File: src/rtl/rv32i_pkg.sv
// Shared RV32I definitions for the decode stage.
// Contents:
//   - major opcode constants
//   - ALU operation enum (4 bits, carried to EX on ex_alu_op)
//   - result-select encodings for the writeback mux
package rv32i_pkg;

    localparam logic [6:0] OPC_LUI    = 7'b0110111;
    localparam logic [6:0] OPC_AUIPC  = 7'b0010111;
    localparam logic [6:0] OPC_JAL    = 7'b1101111;
    localparam logic [6:0] OPC_JALR   = 7'b1100111;
    localparam logic [6:0] OPC_BRANCH = 7'b1100011;
    localparam logic [6:0] OPC_LOAD   = 7'b0000011;
    localparam logic [6:0] OPC_STORE  = 7'b0100011;
    localparam logic [6:0] OPC_OP_IMM = 7'b0010011;
    localparam logic [6:0] OPC_OP     = 7'b0110011;
    localparam logic [6:0] OPC_FENCE  = 7'b0001111;
    localparam logic [6:0] OPC_SYSTEM = 7'b1110011;

    typedef enum logic [3:0] {
        ALU_ADD   = 4'd0,
        ALU_SUB   = 4'd1,
        ALU_SLL   = 4'd2,
        ALU_SLT   = 4'd3,
        ALU_SLTU  = 4'd4,
        ALU_XOR   = 4'd5,
        ALU_SRL   = 4'd6,
        ALU_SRA   = 4'd7,
        ALU_OR    = 4'd8,
        ALU_AND   = 4'd9,
        ALU_PASSB = 4'd10
    } alu_op_e;

    localparam logic [1:0] RES_ALU = 2'b00;
    localparam logic [1:0] RES_MEM = 2'b01;
    localparam logic [1:0] RES_PC4 = 2'b10;

    // funct3 -> ALU op for OP / OP-IMM. alt selects SUB/SRA (instr[30]);
    // the caller decides whether alt is meaningful for funct3=000.
    function automatic alu_op_e funct3_alu_op(input logic [2:0] funct3, input logic alt);
        alu_op_e op;
        case (funct3)
            3'b000:  op = alt ? ALU_SUB : ALU_ADD;
            3'b001:  op = ALU_SLL;
            3'b010:  op = ALU_SLT;
            3'b011:  op = ALU_SLTU;
            3'b100:  op = ALU_XOR;
            3'b101:  op = alt ? ALU_SRA : ALU_SRL;
            3'b110:  op = ALU_OR;
            default: op = ALU_AND;
        endcase
        return op;
    endfunction

endpackage

File: src/rtl/rv32i_decoder.sv
// Purely combinational RV32I decoder: instruction word -> immediate and
// control bits for the EX stage.
// Ports:
//   instr          in  instruction word
//   imm            out sign-extended immediate for the instruction format
//   alu_op         out ALU operation
//   alu_src_a_pc   out ALU A operand is PC
//   alu_src_b_imm  out ALU B operand is immediate
//   reg_write, mem_read, mem_write, branch, jump, jalr  out control enables
//   result_src     out writeback source select
//   illegal        out opcode not recognised
module rv32i_decoder
    import rv32i_pkg::*;
(
    input  logic [31:0] instr,
    output logic [31:0] imm,
    output alu_op_e     alu_op,
    output logic        alu_src_a_pc,
    output logic        alu_src_b_imm,
    output logic        reg_write,
    output logic        mem_read,
    output logic        mem_write,
    output logic        branch,
    output logic        jump,
    output logic        jalr,
    output logic [1:0]  result_src,
    output logic        illegal
);

    logic [6:0]  opcode;
    logic [2:0]  funct3;
    logic [31:0] imm_i;
    logic [31:0] imm_s;
    logic [31:0] imm_b;
    logic [31:0] imm_u;
    logic [31:0] imm_j;

    assign opcode = instr[6:0];
    assign funct3 = instr[14:12];

    assign imm_i = {{20{instr[31]}}, instr[31:20]};
    assign imm_s = {{20{instr[31]}}, instr[31:25], instr[11:7]};
    assign imm_b = {{19{instr[31]}}, instr[31], instr[7], instr[30:25], instr[11:8], 1'b0};
    assign imm_u = {instr[31:12], 12'b0};
    assign imm_j = {{11{instr[31]}}, instr[31], instr[19:12], instr[20], instr[30:21], 1'b0};

    always_comb begin
        imm           = '0;
        alu_op        = ALU_ADD;
        alu_src_a_pc  = 1'b0;
        alu_src_b_imm = 1'b0;
        reg_write     = 1'b0;
        mem_read      = 1'b0;
        mem_write     = 1'b0;
        branch        = 1'b0;
        jump          = 1'b0;
        jalr          = 1'b0;
        result_src    = RES_ALU;
        illegal       = 1'b0;
        case (opcode)
            OPC_LUI: begin
                imm           = imm_u;
                alu_op        = ALU_PASSB;
                alu_src_b_imm = 1'b1;
                reg_write     = 1'b1;
            end
            OPC_AUIPC: begin
                imm           = imm_u;
                alu_src_a_pc  = 1'b1;
                alu_src_b_imm = 1'b1;
                reg_write     = 1'b1;
            end
            OPC_JAL: begin
                imm           = imm_j;
                alu_src_a_pc  = 1'b1;
                alu_src_b_imm = 1'b1;
                jump          = 1'b1;
                reg_write     = 1'b1;
                result_src    = RES_PC4;
            end
            OPC_JALR: begin
                imm           = imm_i;
                alu_src_b_imm = 1'b1;
                jump          = 1'b1;
                jalr          = 1'b1;
                reg_write     = 1'b1;
                result_src    = RES_PC4;
            end
            OPC_BRANCH: begin
                imm    = imm_b;
                alu_op = ALU_SUB;
                branch = 1'b1;
            end
            OPC_LOAD: begin
                imm           = imm_i;
                alu_src_b_imm = 1'b1;
                mem_read      = 1'b1;
                reg_write     = 1'b1;
                result_src    = RES_MEM;
            end
            OPC_STORE: begin
                imm           = imm_s;
                alu_src_b_imm = 1'b1;
                mem_write     = 1'b1;
            end
            OPC_OP_IMM: begin
                imm           = imm_i;
                // No SUBI: bit 30 only distinguishes SRAI from SRLI.
                alu_op        = funct3_alu_op(funct3, (funct3 == 3'b101) && instr[30]);
                alu_src_b_imm = 1'b1;
                reg_write     = 1'b1;
            end
            OPC_OP: begin
                alu_op    = funct3_alu_op(funct3, instr[30]);
                reg_write = 1'b1;
            end
            OPC_FENCE, OPC_SYSTEM: begin
                // Treated as NOPs: every enable stays low.
            end
            default: begin
                illegal = 1'b1;
            end
        endcase
    end

endmodule

File: src/rtl/id_ex_stage.sv
// RV32I instruction-decode stage plus ID/EX pipeline register.
// Ports:
//   clk, reset                  clock, synchronous active-high reset
//   if_valid/if_ready/if_instr/if_pc   handshake and payload from IF
//   flush                       kills held and incoming instruction
//   a1, a2 / rd1, rd2           register-file read addresses and data
//   wb_we, wb_rd, wb_data       writeback port, used for bypass
//   ex_valid/ex_ready           handshake toward EX
//   ex_*                        registered operands, immediate and control
module id_ex_stage
    import rv32i_pkg::*;
#(
    parameter int          XLEN   = 32,
    parameter logic [31:0] RST_PC = 32'h0000_0000
) (
    input  logic            clk,
    input  logic            reset,
    input  logic            if_valid,
    output logic            if_ready,
    input  logic [31:0]     if_instr,
    input  logic [31:0]     if_pc,
    input  logic            flush,
    output logic [4:0]      a1,
    output logic [4:0]      a2,
    input  logic [XLEN-1:0] rd1,
    input  logic [XLEN-1:0] rd2,
    input  logic            wb_we,
    input  logic [4:0]      wb_rd,
    input  logic [XLEN-1:0] wb_data,
    output logic            ex_valid,
    input  logic            ex_ready,
    output logic [31:0]     ex_pc,
    output logic [XLEN-1:0] ex_rs1_val,
    output logic [XLEN-1:0] ex_rs2_val,
    output logic [4:0]      ex_rd,
    output logic [31:0]     ex_imm,
    output logic [3:0]      ex_alu_op,
    output logic            ex_alu_src_a_pc,
    output logic            ex_alu_src_b_imm,
    output logic            ex_reg_write,
    output logic            ex_mem_read,
    output logic            ex_mem_write,
    output logic            ex_branch,
    output logic            ex_jump,
    output logic            ex_jalr,
    output logic [1:0]      ex_result_src,
    output logic [2:0]      ex_funct3,
    output logic            ex_illegal
);

    // Decoder outputs for the instruction currently offered by IF.
    logic [31:0] dec_imm;
    alu_op_e     dec_alu_op;
    logic        dec_src_a_pc;
    logic        dec_src_b_imm;
    logic        dec_reg_write;
    logic        dec_mem_read;
    logic        dec_mem_write;
    logic        dec_branch;
    logic        dec_jump;
    logic        dec_jalr;
    logic [1:0]  dec_result_src;
    logic        dec_illegal;

    rv32i_decoder u_decoder (
        .instr         (if_instr),
        .imm           (dec_imm),
        .alu_op        (dec_alu_op),
        .alu_src_a_pc  (dec_src_a_pc),
        .alu_src_b_imm (dec_src_b_imm),
        .reg_write     (dec_reg_write),
        .mem_read      (dec_mem_read),
        .mem_write     (dec_mem_write),
        .branch        (dec_branch),
        .jump          (dec_jump),
        .jalr          (dec_jalr),
        .result_src    (dec_result_src),
        .illegal       (dec_illegal)
    );

    logic        ex_valid_reg;
    logic [31:0] pc_reg;
    logic [4:0]  rd_reg;
    logic [31:0] imm_reg;
    alu_op_e     alu_op_reg;
    logic        src_a_pc_reg;
    logic        src_b_imm_reg;
    logic        reg_write_reg;
    logic        mem_read_reg;
    logic        mem_write_reg;
    logic        branch_reg;
    logic        jump_reg;
    logic        jalr_reg;
    logic [1:0]  result_src_reg;
    logic [2:0]  funct3_reg;
    logic        illegal_reg;

    logic accept;
    logic stall;

    assign if_ready = !ex_valid_reg || ex_ready;
    assign accept   = if_valid && if_ready && !flush;
    assign stall    = ex_valid_reg && !ex_ready;

    assign a1 = if_instr[19:15];
    assign a2 = if_instr[24:20];

    // Two identical operand channels (0 = rs1, 1 = rs2).
    logic [4:0]      rf_addr [2];
    logic [XLEN-1:0] rf_data [2];
    logic [XLEN-1:0] op_next [2];
    logic [XLEN-1:0] op_reg  [2];
    logic [4:0]      idx_reg [2];

    assign rf_addr[0] = a1;
    assign rf_addr[1] = a2;
    assign rf_data[0] = rd1;
    assign rf_data[1] = rd2;

    generate
        for (genvar gi = 0; gi < 2; gi++) begin : g_operand
            // x0 forced to zero; otherwise a same-cycle write to the
            // register being read wins over the stale register-file data.
            always_comb begin
                op_next[gi] = rf_data[gi];
                if (rf_addr[gi] == 5'd0) begin
                    op_next[gi] = '0;
                end else if (wb_we && (wb_rd == rf_addr[gi])) begin
                    op_next[gi] = wb_data;
                end
            end

            // While EX is stalled the operand keeps tracking writeback to
            // its source register, so it is never stale when EX resumes.
            always_ff @(posedge clk) begin
                if (reset) begin
                    op_reg[gi]  <= '0;
                    idx_reg[gi] <= '0;
                end else if (accept) begin
                    op_reg[gi]  <= op_next[gi];
                    idx_reg[gi] <= rf_addr[gi];
                end else if (stall && wb_we && (wb_rd == idx_reg[gi]) && (idx_reg[gi] != 5'd0)) begin
                    op_reg[gi]  <= wb_data;
                end
            end
        end
    endgenerate

    always_ff @(posedge clk) begin
        if (reset) begin
            ex_valid_reg   <= 1'b0;
            pc_reg         <= RST_PC;
            rd_reg         <= '0;
            imm_reg        <= '0;
            alu_op_reg     <= ALU_ADD;
            src_a_pc_reg   <= 1'b0;
            src_b_imm_reg  <= 1'b0;
            reg_write_reg  <= 1'b0;
            mem_read_reg   <= 1'b0;
            mem_write_reg  <= 1'b0;
            branch_reg     <= 1'b0;
            jump_reg       <= 1'b0;
            jalr_reg       <= 1'b0;
            result_src_reg <= RES_ALU;
            funct3_reg     <= '0;
            illegal_reg    <= 1'b0;
        end else begin
            if (flush) begin
                ex_valid_reg <= 1'b0;
            end else if (accept) begin
                ex_valid_reg <= 1'b1;
            end else if (ex_valid_reg && ex_ready) begin
                ex_valid_reg <= 1'b0;
            end

            // accept already excludes flush, so a flushed cycle freezes payload.
            if (accept) begin
                pc_reg         <= if_pc;
                rd_reg         <= if_instr[11:7];
                imm_reg        <= dec_imm;
                alu_op_reg     <= dec_alu_op;
                src_a_pc_reg   <= dec_src_a_pc;
                src_b_imm_reg  <= dec_src_b_imm;
                reg_write_reg  <= dec_reg_write;
                mem_read_reg   <= dec_mem_read;
                mem_write_reg  <= dec_mem_write;
                branch_reg     <= dec_branch;
                jump_reg       <= dec_jump;
                jalr_reg       <= dec_jalr;
                result_src_reg <= dec_result_src;
                funct3_reg     <= if_instr[14:12];
                illegal_reg    <= dec_illegal;
            end
        end
    end

    assign ex_valid         = ex_valid_reg;
    assign ex_pc            = pc_reg;
    assign ex_rs1_val       = op_reg[0];
    assign ex_rs2_val       = op_reg[1];
    assign ex_rd            = rd_reg;
    assign ex_imm           = imm_reg;
    assign ex_alu_op        = alu_op_reg;
    assign ex_alu_src_a_pc  = src_a_pc_reg;
    assign ex_alu_src_b_imm = src_b_imm_reg;
    assign ex_reg_write     = reg_write_reg;
    assign ex_mem_read      = mem_read_reg;
    assign ex_mem_write     = mem_write_reg;
    assign ex_branch        = branch_reg;
    assign ex_jump          = jump_reg;
    assign ex_jalr          = jalr_reg;
    assign ex_result_src    = result_src_reg;
    assign ex_funct3        = funct3_reg;
    assign ex_illegal       = illegal_reg;

endmodule

File: config.mk
export PLATFORM = sky130hd
export DESIGN_NAME = id_ex_stage
export DESIGN_NICKNAME = d
export VERILOG_FILES = /design/src/rtl/rv32i_pkg.sv /design/src/rtl/rv32i_decoder.sv /design/src/rtl/id_ex_stage.sv
export SDC_FILE = /design/constraint.sdc
export NUM_CORES = 1
export LEC_CHECK = 0
export CAP_MARGIN = 0
export CORE_MARGIN = 5
export CORE_UTILIZATION = 44
export CTS_CLUSTER_DIAMETER = 60
export CTS_CLUSTER_SIZE = 10
export DETAILED_ROUTE_END_ITERATION = 8
export PLACE_DENSITY = 0.9
export RECOVER_POWER = 50
export SLEW_MARGIN = 20
export SYNTH_ARGS = -nofsm -noshare
export SYNTH_HDL_FRONTEND = slang
export SYNTH_SLANG_ARGS = --single-unit
File: constraint.sdc
create_clock -name clk -period 4.1 [get_ports clk]
set_input_delay 1.025 -clock clk [delete_from_list [all_inputs] [get_ports clk]]
set_output_delay 1.025 -clock clk [all_outputs]
set_load 0.05 [all_outputs]
==> results.sh <==
export IMPL_fin_setup_tns_ps=0
export IMPL_setup_ws_ps=641.5
export IMPL_end_kind="output port"
export IMPL_critPathMostFrequentCell="sky130_fd_sc_hd__clkdlybuf4s50_1"
export IMPL_numClockSinks=162
export IMPL_crit_fanout=5
export IMPL_post_drt_wl_per_cell_um=19.64
export IMPL_grt_antenna_before_repair=4
export IMPL_fin_worst_skew_ps=7.810
export IMPL_cts_hold_buffers=0
export IMPL_clkLatencyLatePin_ps=410
export IMPL_globalplace_congestion=0.8996
export IMPL_postRouteAntennaNets=0
export IMPL_timing_worst_slew_pin_value_ps=1097
export IMPL_critical_path_cell_list="clkdlybuf4s50_1 > clkdlybuf4s50_1"
export IMPL_post_synth_instance_area_um2=6847
export IMPL_critPathRequiredTime_ps=3070
export IMPL_grt_setup_unrepaired="false"
export IMPL_grt_max_degree=59
export IMPL_quantity_of_gates_resized_following_cts=0
export IMPL_detail_route_iter0_violations=354
export IMPL_holdCritPathClass="flop to flop"
export IMPL_dieHeight_um=134.7
export IMPL_dp_hpwl_um=17690
export IMPL_synthesis_yosys_warnings=0
export IMPL_floorplan_die_area_um2=18150
export IMPL_p_leak_nw=4.287
export IMPL_post_synth_edffs=74
export IMPL_crit_buf_inv=2
export IMPL_dpl_cell_count=1149
export IMPL_power_density_nw_per_um2=372.9
export IMPL_synth_adder_area_share=0
export IMPL_run_status="complete, no violations"
export IMPL_synth_net_count=820
export IMPL_final_cells=1184
export IMPL_cts_root_buf="sky130_fd_sc_hd__clkbuf_16"
export IMPL_worst_supply_voltage_drop_on_vdd_uv=268.8
export IMPL_power_switching_mw=1.095
export IMPL_synthesis_area_per_instance_um2=10.55
export IMPL_worstRegToRegCells=6
export IMPL_post_route_cells_drive_above_1_share=0.06192
export IMPL_number_of_inserted_filler_cells_in_the_final_layout=1055
export IMPL_floorplan_rows=45
export IMPL_detailedRoute_firstPassIterationCount=5
export IMPL_cellInternalPower_mw=2.920
export IMPL_cap_violations=0
export IMPL_report_final_setup_viol=0
export IMPL_synth_lib_cells_used_distinct=51
export IMPL_clk_pin_slew_worst_paths_ps=60
export IMPL_worst_path_stages=2
export IMPL_synthMuxAreaShare=0.003107
export IMPL_min_delay_start="ex_imm[27]"
export IMPL_routed_via_density=5.331
export IMPL_routed_wirelength_um=23250
export IMPL_floorplan_initialDensity=0.4487
export IMPL_syn2layout_area_growth_pct=57.26
export IMPL_seq_area_frac_synth=0.5819
export IMPL_wire_length_of_the_first_global_routing_pass_um=34950
export IMPL_num_nets_final=1128
export IMPL_cts_root_to_sink_buffers=2
export IMPL_compound_gate_fraction_of_synth_area=0.1930
export IMPL_ys_async_sr_fraction=0
export IMPL_synth_xor_area_share=0.02303
export IMPL_worst_path_max_delay_cell="sky130_fd_sc_hd__clkdlybuf4s50_1"
export IMPL_seq_area_um2=3984
export IMPL_nature_of_the_critical_path_startpoint="input pin"
export IMPL_finalWorstPathRequiredPeriod_ps=3459
export IMPL_slowest_delay_ps=840
export IMPL_largest_register_ffs=64
export IMPL_swShare=0.2728
export IMPL_setup_worst_path_class="input pin to output port"
export IMPL_dominantRegCellSynth="sky130_fd_sc_hd__dfxtp_1"
export IMPL_via_count_of_the_first_global_routing_pass=6320
export IMPL_dieWidth_um=134.7
export IMPL_arrival_ps=2430
export IMPL_share_clk_of_total_power=0.370
export IMPL_drc=0
export IMPL_synthesized_area_fraction_occupied_by_and_or_nand_nor_cells=0.1427
export IMPL_final_period_utilization=0.8435
export IMPL_synth_ff_latch_count=162
export IMPL_layout_commonest_cell="sky130_fd_sc_hd__clkdlybuf4s50_1"
export IMPL_part_of_the_power_in_combinational_logic=0.185
export IMPL_drv_slew=0
export IMPL_crit_family="buffers and inverters"
export IMPL_cp_startpoint="if_instr[15]"
export IMPL_top_level_port_count=334
export IMPL_maxSlewHeadroom=0.2685
export IMPL_p_seq_frac=0.445
export IMPL_r2r_start="ex_valid"
export IMPL_grt_total_usage=0.2493
export IMPL_cts_setup_buffers=0
export IMPL_io_buffers=333
export IMPL_dpl_worst_slack_ps=641.6
export IMPL_postSynthCellCount=649
export IMPL_highest_clock_rate_mhz=289.1
export IMPL_vias=6312
export IMPL_multi_input_area_um2=2482
export IMPL_timing_hold_violations_final=0
export IMPL_layout_cells_most_common_list="sky130_fd_sc_hd__clkdlybuf4s50_1 (179), sky130_fd_sc_hd__dlygate4sd3_1 (151), sky130_fd_sc_hd__nand2_1 (117)"
export IMPL_cts_htree_levels=4
export IMPL_cts_tree="yes"
export IMPL_cts_made_buffers=17
export IMPL_core_region_area_um2=15260
export IMPL_combinational_family_with_the_most_area_after_synthesis="compound AO/OA/AOI/OAI gates"
export IMPL_hold_depth=2
export IMPL_grt_remaining_overflow=0
==> worst register-to-register path: stages, from the launching register on <==
cell	delay, ps
sky130_fd_sc_hd__dfxtp_1	300
sky130_fd_sc_hd__and2b_1	210
sky130_fd_sc_hd__nor3b_1	300
sky130_fd_sc_hd__clkbuf_2	890
sky130_fd_sc_hd__o211ai_1	220
sky130_fd_sc_hd__o21ai_0	140
sky130_fd_sc_hd__nor2_1	60
==> cell families after synthesis <==
kind of cell,count (synthesis)
compound gates,195
xor+xnor,18
buf+inv,69
flops,162
mux,2
simple gates,203
==> per-stage QoR <==
stage | power (mW) | cell area (µm²) | utilization | hold slack (ps)
6_report | 4.015 | 10770 | 0.7056 | 443.2
5_1_grt | 4.153 | 10770 | 0.7056 | 469.6
4_1_cts | 4.070 | 10780 | 0.7064 | 454.6
3_5_place_dp | 2.593 | 10230 | 0.6702 | 444.7
3_3_place_gp | 2.580 | 10230 | 0.6702 | 432.3
2_1_floorplan | 2.234 | 6847 | - | 664.3
==> synthesized netlist by cell type (all sizes together) (3+ instances only) <==
cell     instances  area share
edfxtp          74        0.32
clkbuf          27       0.015
nand2          117       0.064
a211oi           3      0.0033
a221oi           4      0.0051
nand3            9      0.0073
dfxtp           88        0.26
xnor2            4      0.0051
o21ai           31       0.024
a22o            70       0.090
nor4             5      0.0073
nand2b           3      0.0027
o2111ai          3      0.0038
nor3            12      0.0088
nand4            3      0.0027
buf             36       0.038
xor2            14       0.018
nor2b            3      0.0027
a21oi           72       0.053
inv              6      0.0033
nor3b            5      0.0055
nor2            23       0.013
and2            12       0.011
==> power groups by stage <==
| stage | Clock [mW] | Combinational [mW] | Sequential [mW] |
|---|---|---|---|
| after floorplan | 0 | 0.186 | 2.05 |
| after global placement | 0 | 0.758 | 1.82 |
| after detailed placement | 0 | 0.767 | 1.83 |
| after CTS | 1.51 | 0.770 | 1.79 |
| after global routing | 1.58 | 0.782 | 1.79 |
| final | 1.48 | 0.744 | 1.79 |
==> layout make-up <==
type / count / share of cell area
Clock buffer: 24 / 0.04683
Timing Repair Buffer: 352 / 0.3206
Clock inverter: 7 / 0.004416
Inverter: 6 / 0.002092
Tap cell: 211 / 0.02452
Antenna cell: 4 / 0.0009297
Multi-Input combinational cell: 418 / 0.2306
Sequential cell: 162 / 0.3700
==> per-layer routing <==
layer / wire (µm) / global-route usage
met1: 8247 / 0.2791
met2: 11680 / 0.4297
met4: 846 / 0.1092
met5: 0 / 0
met3: 2473 / 0.08681
==> path summary, 6_finish.rpt <==
check / endpoint / slack, ps
setup / recovery: a1[0] / 640
hold reg to reg: ex_imm[27] / 440
setup reg to reg: ex_alu_src_a_pc / 1850
hold / removal: ex_imm[27] / 440
Power figures use the tool's default switching activity.
